[src/rtl/shifter_operand_fetch_pkg.sv]
// Shared definitions for the data-processing operand path: barrel_sel
// encodings, instruction field positions, the PC register index and FSM states.
package shifter_operand_fetch_pkg;

  localparam logic [3:0] BSEL_IMMED  = 4'b1000;
  localparam logic [3:0] BSEL_LSLIMM = 4'b0000;
  localparam logic [3:0] BSEL_LSLREG = 4'b0001;
  localparam logic [3:0] BSEL_LSRIMM = 4'b0010;
  localparam logic [3:0] BSEL_LSRREG = 4'b0011;
  localparam logic [3:0] BSEL_ASRIMM = 4'b0100;
  localparam logic [3:0] BSEL_ASRREG = 4'b0101;
  localparam logic [3:0] BSEL_RORIMM = 4'b0110;
  localparam logic [3:0] BSEL_RORREG = 4'b0111;

  localparam int unsigned F_I_BIT        = 25;
  localparam int unsigned F_REGSHIFT_BIT = 4;
  localparam int unsigned F_SHTYPE_LSB   = 5;
  localparam int unsigned F_SHAMT_LSB    = 7;
  localparam int unsigned F_RN_LSB       = 16;
  localparam int unsigned F_RS_LSB       = 8;
  localparam int unsigned F_RM_LSB       = 0;

  localparam logic [3:0] REG_PC = 4'd15;

  localparam logic [0:0] ST_IDLE    = 1'b0;
  localparam logic [0:0] ST_RS_READ = 1'b1;

  typedef enum logic [1:0] {
    FORM_IMM,
    FORM_IMM_SHIFT,
    FORM_REG_SHIFT
  } form_t;

endpackage

[src/rtl/shifter_operand_fetch_decode.sv]
// Combinational shifter-operand decode: form, barrel_sel and the immediate
// shiftee/shifter values taken straight from the instruction word.
module shifter_operand_fetch_decode
  import shifter_operand_fetch_pkg::*;
(
  input  logic        i_imm,
  input  logic [11:0] i_op2,
  output form_t       o_form,
  output logic [3:0]  o_barrel_sel,
  output logic [31:0] o_imm_shiftee,
  output logic [31:0] o_imm_shifter
);

  always_comb begin
    o_form = FORM_IMM_SHIFT;
    if (i_imm) begin
      o_form = FORM_IMM;
    end else if (i_op2[F_REGSHIFT_BIT]) begin
      o_form = FORM_REG_SHIFT;
    end

    o_barrel_sel = BSEL_LSLIMM;
    case (i_op2[F_SHTYPE_LSB +: 2])
      2'b00:   o_barrel_sel = i_op2[F_REGSHIFT_BIT] ? BSEL_LSLREG : BSEL_LSLIMM;
      2'b01:   o_barrel_sel = i_op2[F_REGSHIFT_BIT] ? BSEL_LSRREG : BSEL_LSRIMM;
      2'b10:   o_barrel_sel = i_op2[F_REGSHIFT_BIT] ? BSEL_ASRREG : BSEL_ASRIMM;
      default: o_barrel_sel = i_op2[F_REGSHIFT_BIT] ? BSEL_RORREG : BSEL_RORIMM;
    endcase
    if (i_imm) begin
      o_barrel_sel = BSEL_IMMED;
    end

    // Rotate field is passed undoubled; the barrel shifter applies the x2.
    o_imm_shiftee = {24'b0, i_op2[7:0]};
    o_imm_shifter = i_imm ? {28'b0, i_op2[F_RS_LSB +: 4]}
                          : {27'b0, i_op2[F_SHAMT_LSB +: 5]};
  end

endmodule

[src/rtl/shifter_operand_fetch.sv]
// Operand-fetch stage ahead of the barrel shifter: reads Rn/Rm (and Rs for
// register shifts, one cycle later) from a two-port register file.
module shifter_operand_fetch
  import shifter_operand_fetch_pkg::*;
#(
  parameter logic [31:0] PC_OFS_IMM = 32'd8,
  parameter logic [31:0] PC_OFS_REG = 32'd12
) (
  input  logic        clk,
  input  logic        rst_n,
  input  logic        flush,
  input  logic        in_valid,
  output logic        in_ready,
  input  logic [31:0] in_instr,
  input  logic [31:0] in_pc,
  output logic [3:0]  rf_addr_a,
  input  logic [31:0] rf_data_a,
  output logic [3:0]  rf_addr_b,
  input  logic [31:0] rf_data_b,
  output logic        out_valid,
  input  logic        out_ready,
  output logic [3:0]  out_barrel_sel,
  output logic [31:0] out_shiftee,
  output logic [31:0] out_shifter,
  output logic [31:0] out_rn,
  output logic [31:0] out_instr
);

  logic [0:0]  r_state;
  logic        r_out_valid;
  logic [3:0]  r_barrel_sel;
  logic [31:0] r_shiftee;
  logic [31:0] r_shifter;
  logic [31:0] r_rn;
  logic [31:0] r_instr;
  logic [31:0] r_pc;

  form_t       w_form;
  logic [3:0]  w_barrel_sel;
  logic [31:0] w_imm_shiftee;
  logic [31:0] w_imm_shifter;
  logic        w_idle;
  logic        w_in_ready;
  logic        w_accept;
  logic [3:0]  w_addr_a;
  logic [3:0]  w_addr_b;
  logic [31:0] w_pc_val;
  logic [31:0] w_val_a;
  logic [31:0] w_val_b;

  shifter_operand_fetch_decode u_decode (
    .i_imm         (in_instr[F_I_BIT]),
    .i_op2         (in_instr[11:0]),
    .o_form        (w_form),
    .o_barrel_sel  (w_barrel_sel),
    .o_imm_shiftee (w_imm_shiftee),
    .o_imm_shifter (w_imm_shifter)
  );

  assign w_idle     = (r_state == ST_IDLE);
  assign w_in_ready = w_idle && (!r_out_valid || out_ready) && !flush;
  assign w_accept   = in_valid && w_in_ready;

  assign w_addr_a = w_idle ? in_instr[F_RN_LSB +: 4] : r_instr[F_RS_LSB +: 4];
  assign w_addr_b = w_idle ? in_instr[F_RM_LSB +: 4] : r_instr[F_RM_LSB +: 4];

  // RS_READ only ever serves a register-shift form, so it always uses the +12 view.
  assign w_pc_val = w_idle ? (in_pc + ((w_form == FORM_REG_SHIFT) ? PC_OFS_REG : PC_OFS_IMM))
                           : (r_pc + PC_OFS_REG);
  assign w_val_a  = (w_addr_a == REG_PC) ? w_pc_val : rf_data_a;
  assign w_val_b  = (w_addr_b == REG_PC) ? w_pc_val : rf_data_b;

  always_ff @(posedge clk or negedge rst_n) begin
    if (!rst_n) begin
      r_state      <= ST_IDLE;
      r_out_valid  <= 1'b0;
      r_barrel_sel <= '0;
      r_shiftee    <= '0;
      r_shifter    <= '0;
      r_rn         <= '0;
      r_instr      <= '0;
      r_pc         <= '0;
    end else if (flush) begin
      r_state     <= ST_IDLE;
      r_out_valid <= 1'b0;
    end else if (r_state == ST_RS_READ) begin
      r_shifter   <= w_val_a;
      r_out_valid <= 1'b1;
      r_state     <= ST_IDLE;
    end else if (w_accept) begin
      r_instr      <= in_instr;
      r_pc         <= in_pc;
      r_barrel_sel <= w_barrel_sel;
      r_rn         <= w_val_a;
      case (w_form)
        FORM_IMM: begin
          r_shiftee   <= w_imm_shiftee;
          r_shifter   <= w_imm_shifter;
          r_out_valid <= 1'b1;
        end
        FORM_REG_SHIFT: begin
          r_shiftee   <= w_val_b;
          r_out_valid <= 1'b0;
          r_state     <= ST_RS_READ;
        end
        default: begin
          r_shiftee   <= w_val_b;
          r_shifter   <= w_imm_shifter;
          r_out_valid <= 1'b1;
        end
      endcase
    end else if (out_ready) begin
      r_out_valid <= 1'b0;
    end
  end

  assign in_ready       = w_in_ready;
  assign rf_addr_a      = w_addr_a;
  assign rf_addr_b      = w_addr_b;
  assign out_valid      = r_out_valid;
  assign out_barrel_sel = r_barrel_sel;
  assign out_shiftee    = r_shiftee;
  assign out_shifter    = r_shifter;
  assign out_rn         = r_rn;
  assign out_instr      = r_instr;

endmodule

[config.mk]
export PLATFORM = sky130hd
export DESIGN_NAME = shifter_operand_fetch
export DESIGN_NICKNAME = d
export VERILOG_FILES = /design/src/rtl/shifter_operand_fetch_pkg.sv /design/src/rtl/shifter_operand_fetch_decode.sv /design/src/rtl/shifter_operand_fetch.sv
export SDC_FILE = /design/constraint.sdc
export NUM_CORES = 1
export LEC_CHECK = 0
export ABC_AREA = 1
export CORE_MARGIN = 2
export CORE_UTILIZATION = 48
export DETAILED_ROUTE_END_ITERATION = 10
export PLACE_DENSITY = 0.87
export SLEW_MARGIN = 20
export SYNTH_ARGS = -nofsm -noshare
export SYNTH_HDL_FRONTEND = slang
export SYNTH_SLANG_ARGS = --single-unit
[constraint.sdc]
create_clock -name clk -period 1.94 [get_ports clk]
set_clock_uncertainty 0.2 [all_clocks]
set_input_delay 0.388 -clock clk [delete_from_list [all_inputs] [get_ports clk]]
set_output_delay 0.388 -clock clk [all_outputs]
set_load 0.01 [all_outputs]
==> results.sh <==
export IMPL_status="finished, violations left"
export IMPL_violations="setup timing"
export IMPL_syn_inst=1333
export IMPL_ys_flop_type="dfrtp_1"
export IMPL_cts_made_buffers=17
export IMPL_cts_root_buffer="clkbuf_16"
export IMPL_rows=50
export IMPL_finalMaxSlewViolations=0
export IMPL_rsz0062_at_grt="yes"
export IMPL_crit_path_frequent_cell="nand2_1"
export IMPL_fin_crit_sh_pct=129.9
export IMPL_vdd_ir_drop_max_uv=697.1
export IMPL_crit_path_cell_trace="buf_4, nor2_4, buf_6, nand2_1, inv_2, nand2_4, buf_4, buf_12, buf_12, nand2_1, nand2_1"
export IMPL_ys_async_sr_fraction_pct=100.0
export IMPL_synth_edff_count=0
export IMPL_cts_sinks=165
export IMPL_clock_latency_ns=0.45
export IMPL_dieArea_um2=20380
export IMPL_critPathKind="reg2reg"
export IMPL_met3_usage_pct=8.518
export IMPL_utilization_pct=83.14
export IMPL_wl_per_cell_um=23.90
export IMPL_grt_ovfl_total=0
export IMPL_setup_tns_ns=-33.50
export IMPL_synthesis_nets=1469
export IMPL_fin_area_um2=15660
export IMPL_power_density_nw_per_um2=738.9
export IMPL_antenna_found_initial=8
export IMPL_dieHeight_um=142.8
export IMPL_cp_max_fo=16
export IMPL_grt_max_degree=45
export IMPL_end_kind="flip-flop"
export IMPL_avgSynthCellArea_um2=6.934
export IMPL_synth_seq_area_share_pct=44.67
export IMPL_gp_congestion=0.9878
export IMPL_final_common_cell="nand2_1"
export IMPL_vias=12483
export IMPL_cts_htree_levels=4
export IMPL_grt_pass1_wl_um=60580
export IMPL_holdWs_ns=0.2329
export IMPL_routed_via_density=6.063
export IMPL_fmax_mhz=396.9
export IMPL_min_path_type="in2async"
export IMPL_area_growth_pct=69.39
export IMPL_path_delay_family="buffers and inverters"
export IMPL_totalWireLength_um=49210
export IMPL_drtAntennaViolNets=0
export IMPL_path_clk_slew_ns=0.07
export IMPL_nets=1916
export IMPL_r2r_slack_ns=-0.58
export IMPL_p_total_mw=11.57
export IMPL_layoutNonFillerInstCount=2059
export IMPL_yosys_warnings=0
export IMPL_final_cell_mix="508 x nand2_1, 162 x dfrtp_1, 141 x buf_4"
export IMPL_yosysUniqueCellTypes=32
export IMPL_grt_pass1_vias=11024
export IMPL_post_route_drc_count=0
export IMPL_syn_area_um2=9243
export IMPL_cts_tree="yes"
export IMPL_coreArea_um2=18830
export IMPL_place_port_buffers=274
export IMPL_dp_slack_ns=-0.9474
export IMPL_critical_path_startpoint_type="flip-flop"
export IMPL_slew_headroom_pct=62.62
export IMPL_r2r_start="r_state"
export IMPL_critical_path_required_ns=2.02
export IMPL_synth_ff_latch_count=165
export IMPL_grt_usage_pct=39.54
export IMPL_drv_cap=0
export IMPL_top_usage_layer="met2"
export IMPL_place_area_um2=13460
export IMPL_critPathBufInv=6
export IMPL_cts_max_path_buffers=2
export IMPL_startpoint="r_state"
export IMPL_place_inst=1972
export IMPL_setup_viol=176
export IMPL_ios=275
export IMPL_die_w_um=142.8
export IMPL_grtUsageMet1_pct=46.89
export IMPL_cp_slowest_cell="dfrtp_2"
export IMPL_drt_iter0_markers=1636
export IMPL_drt_pass1_iterations=7
export IMPL_worstPathArrival_ns=2.60
export IMPL_drive_gt1_share_pct=24.21
export IMPL_critPathMaxStageDelay_ns=0.46
export IMPL_fin_crit_ns=2.519
export IMPL_fin_ws_ns=-0.5795
export IMPL_tightest_slew_ns=0.5589
export IMPL_leakagePower_nw=8.188
export IMPL_start_util_pct=49.08
export IMPL_grt_use_met2_pct=65.01
export IMPL_dpl_hpwl_um=28630
export IMPL_final_hold_viol_count=0
-- what timing repair did --
item / CTS / global route
buffers inserted: 13 / 22
endpoints found under the hold margin: 32 / 0
gates cloned: 5 / 10
setup endpoints to repair: 186 / 222
hold buffers: 1 / 0
gates resized for setup: 219 / 218
pin swaps: 18 / 31
-- synthesized netlist by cell type (3+ instances only) --
master / n / area, um2
nor2_4: 3 / 33.78
ha_1: 3 / 37.54
dfrtp_1: 165 / 4129
xnor2_1: 3 / 26.28
or2_1: 19 / 118.9
inv_1: 90 / 337.8
nand3b_1: 7 / 52.55
o21ai_1: 62 / 310.3
inv_2: 10 / 37.54
nor2_1: 127 / 476.7
buf_2: 28 / 140.1
nand3_1: 120 / 600.6
nand2_2: 5 / 31.28
nand2_1: 538 / 2019
a32oi_1: 6 / 52.55
nand4_1: 5 / 31.28
o21bai_1: 3 / 22.52
buf_6: 4 / 45.04
o211ai_1: 6 / 45.04
buf_4: 9 / 67.56
xor2_1: 3 / 26.28
o21ai_0: 69 / 345.3
clkbuf_1: 15 / 56.30
nor2_2: 9 / 56.30
a21oi_1: 15 / 75.07
-- registers in the layout (all words and copies together), names as in the netlist --
signal,count
out_barrel_sel,3
out_instr,32
out_rn,32
out_shiftee,32
out_shifter,32
out_valid,1
r_pc,32
r_state,1
-- kinds of logic after synthesis --
family / after synthesis / share of synthesized area (%)
XOR/XNOR: 6 / 0.5687
flip-flops: 165 / 44.67
adder cells (fa/ha/maj): 3 / 0.4062
AO/OA/AOI/OAI: 165 / 9.571
AND/OR/NAND/NOR: 835 / 37.12
buffers and inverters: 157 / 7.445
multiplexers: 2 / 0.2166
-- final cells by class --
type                       instances  area, um2
tap                              260      325.3
timing repair buffer             483       4982
clock buffer                      18      439.2
multi-input combinational       1011       5171
sequential                       165       4133
timing repair inverter             1      16.27
antenna                            6      15.01
clock inverter                    14      152.6
fill                            1039       3174
inverter                         101      421.7
-- power by group --
group / leakage, nW / internal, mW / total [mW] / switching (mW)
Clock: 0.290 / 1.76 / 3.53 / 1.77
Combinational: 5.82 / 1.67 / 3.62 / 1.95
Sequential: 2.08 / 3.96 / 4.42 / 0.458
-- per-layer routing --
layer	wire, um	part of all wire, %
met3	6410	13
met4	4774	9.7
met2	21830	44
met1	16150	33
met5	42	0.085
-- final timing paths --
path	endpoint	cells after the start
max reg2reg	out_instr[31]	11
max in group asynchronous	out_barrel_sel[1]	3
max	out_instr[31]	11
min	out_shiftee[25]	2
min reg2reg	out_shifter[12]	2
min in group clk	r_pc[14]	4
Power figures use the tool's default switching activity.
